$ cat config.mk
export PLATFORM = sky130hd
export DESIGN_NAME = ps2_host_tx_flat
export DESIGN_NICKNAME = d
export VERILOG_FILES = /design/src/rtl/ps2_host_tx_if.sv /design/src/rtl/ps2_host_tx.sv /design/src/flat_wrapper.sv
export SDC_FILE = /design/constraint.sdc
export NUM_CORES = 1
export LEC_CHECK = 0
export ABC_AREA = 1
export CAP_MARGIN = 40
export CORE_MARGIN = 3
export CORE_UTILIZATION = 49
export DETAILED_ROUTE_END_ITERATION = 8
export GPL_TIMING_DRIVEN = 1
export PLACE_DENSITY = 0.73
export SKIP_LAST_GASP = 1
export SLEW_MARGIN = 25
export SYNTH_ARGS = -nofsm -noshare
export SYNTH_HDL_FRONTEND = slang
export SYNTH_SLANG_ARGS = --single-unit
$ cat constraint.sdc
create_clock -name clk50 -period 1.4 [get_ports clk50]
set_input_delay 0.21 -clock clk50 [delete_from_list [all_inputs] [get_ports clk50]]
set_output_delay 0.21 -clock clk50 [all_outputs]
set_load 0.1 [all_outputs]
$ cat src/rtl/ps2_host_tx_if.sv
// ps2_host_tx_if: command-byte handshake between a requester and the PS/2 host transmitter
interface ps2_host_tx_if;
   logic [7:0] tx_data;
   logic tx_valid;
   logic tx_ready;
   logic tx_done;
   logic tx_err;
   modport master (output tx_data, tx_valid, input tx_ready, tx_done, tx_err);
   modport slave (input tx_data, tx_valid, output tx_ready, tx_done, tx_err);
endinterface

$ cat src/rtl/ps2_host_tx.sv
// ps2_host_tx: open-drain PS/2 host-to-device command transmitter with timeouts and ACK check
module ps2_host_tx #(
   parameter int INHIBIT_CYC = 6000,
   parameter int START_TO_CYC = 750000,
   parameter int PKT_TO_CYC = 100000,
   parameter int FILT_LEN = 8
) (
   input logic clk50,
   input logic RST,
   ps2_host_tx_if.slave tx,
   input logic PS2_CLK,
   input logic PS2_DAT,
   output logic ps2_clk_oe,
   output logic ps2_dat_oe,
   output logic rx_mask
);
   localparam int MX = INHIBIT_CYC > START_TO_CYC ? (INHIBIT_CYC > PKT_TO_CYC ? INHIBIT_CYC : PKT_TO_CYC) : (START_TO_CYC > PKT_TO_CYC ? START_TO_CYC : PKT_TO_CYC);
   localparam int CW = $clog2(MX) > 0 ? $clog2(MX) : 1;
   localparam int FW = FILT_LEN > 1 ? $clog2(FILT_LEN) : 1;
   typedef enum logic [2:0] {IDLE, INHIBIT, REQ, BITS, ACK, REL, DONE, ERR} state_t;
   state_t state;
   logic [1:0] m0, m1, lf;
   logic clk_d;
   logic [FW-1:0] fc [2];
   logic [CW-1:0] cnt;
   logic [9:0] sh;
   logic [3:0] bitcnt;
   logic fall, pkt, go_err;
   always_comb begin
      fall = clk_d & ~lf[0];
      pkt = state == BITS || state == ACK || state == REL;
      go_err = (state == REQ && !fall && cnt == CW'(START_TO_CYC - 1)) || (pkt && cnt == CW'(PKT_TO_CYC - 1)) || (state == ACK && fall && lf[1]);
   end
   // index 0 is the clock line, index 1 the data line; idle level of both is high
   always_ff @(posedge clk50 or negedge RST)
      if (!RST) begin
         m0 <= '1;
         m1 <= '1;
         lf <= '1;
         clk_d <= 1'b1;
         fc <= '{default: '0};
      end else begin
         m0 <= {PS2_DAT, PS2_CLK};
         m1 <= m0;
         clk_d <= lf[0];
         for (int i = 0; i < 2; i++)
            if (m1[i] == lf[i]) fc[i] <= '0;
            else if (fc[i] == FW'(FILT_LEN - 1)) begin
               lf[i] <= m1[i];
               fc[i] <= '0;
            end else fc[i] <= fc[i] + 1'b1;
      end
   always_ff @(posedge clk50 or negedge RST)
      if (!RST) begin
         state <= IDLE;
         cnt <= '0;
         sh <= '0;
         bitcnt <= '0;
         ps2_clk_oe <= 1'b0;
         ps2_dat_oe <= 1'b0;
         rx_mask <= 1'b0;
         tx.tx_ready <= 1'b1;
         tx.tx_done <= 1'b0;
         tx.tx_err <= 1'b0;
      end else begin
         tx.tx_done <= 1'b0;
         tx.tx_err <= 1'b0;
         if (state != IDLE) cnt <= cnt + 1'b1;
         if (go_err) begin
            state <= ERR;
            tx.tx_err <= 1'b1;
            ps2_clk_oe <= 1'b0;
            ps2_dat_oe <= 1'b0;
         end else
            case (state)
               IDLE: if (tx.tx_valid) begin
                  state <= INHIBIT;
                  cnt <= '0;
                  ps2_clk_oe <= 1'b1;
                  rx_mask <= 1'b1;
                  tx.tx_ready <= 1'b0;
                  sh <= {1'b1, ~^tx.tx_data, tx.tx_data};
               end
               INHIBIT: if (cnt == CW'(INHIBIT_CYC - 1)) begin
                  state <= REQ;
                  cnt <= '0;
                  ps2_clk_oe <= 1'b0;
                  ps2_dat_oe <= 1'b1;
               end
               // the first fall starts the packet timeout; the tenth hands the stop bit out
               REQ, BITS: if (fall) begin
                  state <= (state == BITS && bitcnt == 4'd9) ? ACK : BITS;
                  ps2_dat_oe <= ~sh[0];
                  sh <= {1'b1, sh[9:1]};
                  bitcnt <= state == REQ ? 4'd1 : bitcnt + 1'b1;
                  if (state == REQ) cnt <= '0;
               end
               ACK: if (fall) state <= REL;
               REL: if (lf[0] & lf[1]) begin
                  state <= DONE;
                  tx.tx_done <= 1'b1;
               end
               default: begin
                  state <= IDLE;
                  cnt <= '0;
                  rx_mask <= 1'b0;
                  tx.tx_ready <= 1'b1;
               end
            endcase
      end
endmodule

$ cat src/flat_wrapper.sv
// flat-port wrapper written by rule: the top's interface ports become plain ports
module ps2_host_tx_flat 
#(
   parameter int INHIBIT_CYC = 6000,
   parameter int START_TO_CYC = 750000,
   parameter int PKT_TO_CYC = 100000,
   parameter int FILT_LEN = 8
)
  (clk50, RST, PS2_CLK, PS2_DAT, ps2_clk_oe, ps2_dat_oe, rx_mask, tx_tx_data, tx_tx_valid, tx_tx_ready, tx_tx_done, tx_tx_err);
  ps2_host_tx_if tx_i ();
  input logic clk50;
  input logic RST;
  input logic PS2_CLK;
  input logic PS2_DAT;
  output logic ps2_clk_oe;
  output logic ps2_dat_oe;
  output logic rx_mask;
  input wire logic [$bits(tx_i.tx_data)-1:0] tx_tx_data;
  input wire logic [$bits(tx_i.tx_valid)-1:0] tx_tx_valid;
  output wire logic [$bits(tx_i.tx_ready)-1:0] tx_tx_ready;
  output wire logic [$bits(tx_i.tx_done)-1:0] tx_tx_done;
  output wire logic [$bits(tx_i.tx_err)-1:0] tx_tx_err;
  assign tx_i.tx_data = tx_tx_data;
  assign tx_i.tx_valid = tx_tx_valid;
  assign tx_tx_ready = tx_i.tx_ready;
  assign tx_tx_done = tx_i.tx_done;
  assign tx_tx_err = tx_i.tx_err;
  ps2_host_tx #(.INHIBIT_CYC(INHIBIT_CYC), .START_TO_CYC(START_TO_CYC), .PKT_TO_CYC(PKT_TO_CYC), .FILT_LEN(FILT_LEN)) u_core (.clk50(clk50), .RST(RST), .tx(tx_i), .PS2_CLK(PS2_CLK), .PS2_DAT(PS2_DAT), .ps2_clk_oe(ps2_clk_oe), .ps2_dat_oe(ps2_dat_oe), .rx_mask(rx_mask));
endmodule
# --- Word-level counts from Yosys, hierarchy flattened ---
# Index checks and enable logic that the tools add are counted.
word_totals:
  ff_bits: 56
  in_bits: 13
  output_inout_bits: 6
op_classes:
  addsub: 4
  n_eq_ne: 20
  muxes: 38
  bitwise_logic: 8
  n_reduce_logical: 28
op_table:
  columns: ["op", "count"]
  rows:
  - ["$mux W20", 6]
  - ["$pmux W20 S4", 1]
  - ["$mux W3", 11]
  - ["$add A20 B1 Y20 const B", 1]
  - ["$eq A20 B13 Y1 const B", 1]
  - ["$eq A20 B17 Y1 const B", 1]
  - ["$eq A20 B20 Y1 const B", 1]
  - ["$mux W10", 2]
  - ["$pmux W10 S2", 1]
  - ["$pmux W3 S5", 1]
  - ["$eq A3 B3 Y1 const B", 4]
  - ["$reduce_and A3 Y1", 4]
  - ["$mux W1", 11]
  - ["$ne A3 B1 Y1 const B", 3]
  - ["$reduce_bool A3 Y1", 3]
  - ["$pmux W1 S2", 4]
  - ["$reduce_xnor A8 Y1", 1]
  - ["$add A3 B1 Y3 const B", 2]
  - ["$eq A3 B2 Y1 const B", 2]
  - ["$logic_and A1 B1 Y1", 6]
  - ["$ne A3 B2 Y1 const B", 2]
  - ["$not A1 Y1", 6]
  - ["$reduce_and A5 Y1", 1]
  - ["$reduce_or A5 Y1", 1]
  - ["15 further kinds", 22]

# --- Depth between registers and ports, before layout ---
depth:
  word_depth: 9
  ltp_mapped: 12
  depth_no_buf: 12

# --- Least setup slack after synthesis ---
# No wires, ideal clock.
synth_timing:
  path_kind: "reg2reg"
  start: "register u_core.cnt[0]"
  end: "register u_core.cnt[18]"
  setup_time_ns: 0.116
  arrival_time_ns: 1.402
  t_required_ns: 1.284
  slack_ns: -0.119
  path_stages_with_launch: 13
  path_buffers: 0
  synth_period_minus_slack_ns: 1.519
  path_cell_list: "dfrtp_1 > ha_1 > nand3_1 > inv_1 > nand2_2 > nor2_2 > nand2_1 > nor2_2 > nand2_1 > nand2_1 > nand2_1 > nand2_1 > nand2_1"
synth_via:
  elab_chain_len: 6
  elab_cells_between_ends: 15
  cone_classes: "1 x add/sub; 3 x eq/ne; 7 x mux; 4 x reduce/logical"
synth_lines:
  columns: ["element", "line", "text"]
  rows:
  - ["from (decl)", "ps2_host_tx.sv:25", "logic [CW-1:0] cnt;"]
  - ["from (signal assigned)", "ps2_host_tx.sv:68", "if (state != IDLE) cnt <= cnt + 1'b1;"]
  - ["$add A20 B1 Y20", "ps2_host_tx.sv:68", null]
  - ["$mux W20", "ps2_host_tx.sv:68", null]
  - ["$mux W20", "ps2_host_tx.sv:96", "if (state == REQ) cnt <= '0;"]
  - ["$mux W20", "ps2_host_tx.sv:91", "REQ, BITS: if (fall) begin"]
  - ["$pmux W20 S4", "ps2_host_tx.sv:75", "case (state)"]
  - ["$mux W20 *", "ps2_host_tx.sv:69", "if (go_err) begin"]
# Mark *: on every way between the ends. The rest lies on a longest branch, timed or not.
# A chain may end at the register's enable or synchronous reset.

# --- Final worst setup path ---
layout_timing:
  start: "register u_core.cnt[12]"
  end: "register u_core.sh[2]"
layout_via:
  elab_chain_len: 6
  elab_cells_between_ends: 8
  cone_classes: "2 x eq/ne; 1 x bitwise; 5 x reduce/logical"
layout_lines:
  columns: ["element", "line", "text"]
  rows:
  - ["$eq A20 B20 Y1 or $eq A20 B17 Y1 (tied branches)", "ps2_host_tx.sv:32", "go_err = (state == REQ && !fall && cnt == CW'(START_TO_CYC - 1)) || (pkt && cnt == CW'(PKT_TO_CYC - 1)) || (st ..."]
  - ["$logic_and A1 B1 Y1", "ps2_host_tx.sv:32", null]
  - ["$logic_or A1 B1 Y1 * (2 in series)", "ps2_host_tx.sv:32", null]
  - ["net u_core.go_err", "ps2_host_tx.sv:28", "logic fall, pkt, go_err;"]
  - ["$not A1 Y1 (no source line) *", null, null]
  - ["$reduce_and A4 Y1 (no source line) *", null, null]
  - ["to (signal assigned)", "ps2_host_tx.sv:82", "sh <= {1'b1, ~^tx.tx_data, tx.tx_data};"]
  - ["to (signal assigned)", "ps2_host_tx.sv:94", "sh <= {1'b1, sh[9:1]};"]
  - ["to (decl)", "ps2_host_tx.sv:26", "logic [9:0] sh;"]
# Mark *: on every way through the listed nets, which the timed path passes. The rest lies on a longest branch.

==> run summary <==
Site Rows: 29
Vias per Instance: 5.51
Post-synthesis cell type count: 29
RR Endpoint: u_core.sh[2]
Final HPWL DP: 6350 um
Hold Crit Class: input port to flop
Share of cells above drive strength 1: 38.9%
Primary FF master, synth: dfrtp_1
Layer with the highest usage: met2
Net Sw Power: 0.00350 W
Final cycle utilization of the critical path: 119%
Sequential Power Share: 31.7%
Synth Instances: 482
Post-synthesis cell area: 0.00338 mm2
Initial antenna violation count: 0
Clock power share: 12.6%
Leading area contributor after synthesis: dfrtp_1
Worst hold slack: 0.289 ns
Setup TNS Final: -8.34 ns
Clock Path Buffers: 2
Reg2reg start: u_core.cnt[12]
Mapped Nets: 502
RSZ-0062 raised after global routing: yes
Worst Reg-to-Reg Cells: 10
Number of I/O port buffers: 18
Initial Utilization: 52.0%
Top cells by area, synth: dfrtp_1 (36%), nand2_1 (19%), nor2_1 (6.4%), inv_1 (6.3%), dfstp_2 (6.2%)
R2R Setup Slk: -0.27 ns
Pin count of the biggest net entering global routing: 57
Register area share after synthesis: 41.8%
All-Layer GR Usage: 24.8%
CP endpoint kind: flop
H-tree Lvls: 2
CTS tree: built
First-pass GRT wire length: 15200 um
Dpl ws: -0.256 ns
Yosys warns: 0
Clock transition at path regs: 0.12 ns
Final setup viols: 43
Cell Chain, Critical Path: inv_1 -> nand2_1 -> nor2_1 -> nand2_1 -> nor2_4 -> nand2_4 -> nand3_4 -> nor2_4 -> nand3_1 -> nand2_2
WL final: 10800 um
M3 GR Usage: 3.59%
Worst path slowest cell: dfrtp_2
Yosys top cell area share: 35.6%
I/O pin cnt: 19
Async set-reset flop share out of synthesis: 100%
Mean Syn Cell Area: 7.01 um2
Die width: 89.0 um
Final slew viol count: 0
Top cells by count, synth: nand2_1 (169), nor2_1 (58), inv_1 (57), dfrtp_1 (48), nand3_1 (36)
Filler Cell Count: 409
Worst path max stage delay: 0.48 ns
Total number of vias: 3768
Initial DRC Count: 270
Iteration count of the initial detailed-routing pass: 5
Switching portion of total power: 45.2%
Worst-Skew Late Latency: 0.33 ns
Post-layout minimum cycle time: 1.67 ns
NumNets Final: 626
Relative slew slack: 79.6%
Number of global-route vias before repair: 3452
CP Launch Type: flop
Met1 usage: 28.2%
Worst-Margin Slew: 0.304 ns
Crit path DAT: 1.89 ns
DR WL/cell: 15.8 um
Routing usage on met2: 47.2%
Clock sinks: 56
DRC: 0
Failing checks: negative setup slack
Critical Path Sink: u_core.sh[2]
Die Footprint: 0.00792 mm2
Max cap viols: 0
Yosys reg bits: 56
Post-Route Skew: 0.0164 ns
Worst Path Required: 1.62 ns
Max IR drop VDD: 1250 uV
Outcome: finished with violations
Antenna diodes: 0
Number of synthesized flops with an enable pin: 0
CP startpoint: u_core.cnt[12]
Crit path kind: flop to flop
Congestion Overflow GR: 0
Hold Crit Depth: 1
Max FO, Critical Path: 6
Fmax achieved: 0.599 GHz
Placer Congestion: 0.872
Leak: 2.59 nW
Post-DRT Antenna Nets: 0
Area growth syn-to-layout: 52.0%
Final Hold Vio Count: 0
Core ar.: 0.00649 mm2
Final WS setup: -0.270 ns
Die H: 89.0 um
Power Dens Cells: 1510 mW/mm2
Clk root buf: clkbuf_8
Total CTS buffers: 5
Total internal power: 0.00425 W
Top-count cell post-synth: nand2_1
Comb pwr share: 55.7%
[registers in the layout, indices dropped and copies added (netlist names), 2 cells and up]
| name | flops |
|---|---|
| u_core.cnt | 20 |
| u_core.m0 | 2 |
| u_core.sh | 10 |
| u_core.fc | 6 |
| u_core.state | 3 |
| u_core.lf | 2 |
| u_core.bitcnt | 4 |
| u_core.m1 | 2 |
[per-stage QoR]
| stage | cells | util, % | power (W) | cell area (um2) |
|---|---|---|---|---|
| final | 684 | 79.0 | 0.00774 | 5130 |
| after global placement | 645 | 65.7 | 0.00547 | 4270 |
| after detailed placement | 645 | 65.7 | 0.00562 | 4270 |
| after global routing | 684 | 79.0 | 0.00818 | 5130 |
| after floorplan | 482 | - | 0.00427 | 3410 |
| after CTS | 668 | 72.1 | 0.00707 | 4680 |
[routing by layer]
layer  wire length [um]  up-vias
li1                   -     1761
met3                627       60
met4                526        0
met1               4050     1782
met5                  0        -
met2               5590      165
[area by class of cell]
cell class	instances	area, um2	area share [%]
Tap cell	77	96.3	1.88
Timing Repair Buffer	116	1060	20.6
Sequential cell	56	1420	27.7
Inverter	63	256	5.00
Clock inverter	3	25.0	0.487
Multi-Input combinational cell	364	2210	43.0
Clock buffer	5	68.8	1.34
[worst max-delay path: cells and delay by family, from the launching register on]
| kind | cells | cell delay (ns) |
|---|---|---|
| flops | 1 | 0.48 |
| buf+inv | 1 | 0.12 |
| simple gates | 9 | 0.95 |
[repair_timing]
item                                    in CTS  in global routing
setup buffers                               10                 16
endpoints found under the setup margin      43                 43
pin swaps                                   23                 35
resized for setup                           59                 90
cloned                                       4                  1
endpoints found under the hold margin       48                  0
hold buffers                                 1                  0
[cells in the final DEF, fill, tap and decap left out, types with 15 or more instances in the layout]
cell       n
nor2_1    34
nand2_1  147
buf_4     81
nand3_1   22
nand2_2   20
nor2_4    21
inv_1     49
o21ai_0   15
dfrtp_1   40
[worst min-delay path by stage]
stage	startpoint	endpoint	slack (ns)
floorplan	RST	u_core.bitcnt[0]	-0.09
global placement	RST	u_core.cnt[6]	0.23
detailed placement	RST	u_core.cnt[6]	0.23
CTS	PS2_CLK	u_core.m0[0]	0.29
global route	PS2_CLK	u_core.m0[0]	0.29
finish	PS2_CLK	u_core.m0[0]	0.29
[power by group through the flow]
stage,Combinational [W],Sequential [W],Clock [W]
3_5_place_dp,0.00320,0.00241,0
5_1_grt,0.00464,0.00250,0.00103
2_1_floorplan,0.00155,0.00272,0
3_3_place_gp,0.00308,0.00240,0
6_report,0.00432,0.00245,0.000975
4_1_cts,0.00370,0.00240,0.000968
[logic make-up after synthesis]
logic type,count (synthesis),synth area share [%]
simple gates,299,38.4
buf+inv,67,7.74
flops,56,41.8
compound gates,39,5.85
xor+xnor,14,3.63
fa+ha+maj,7,2.59
Power figures use the tool's default switching activity.
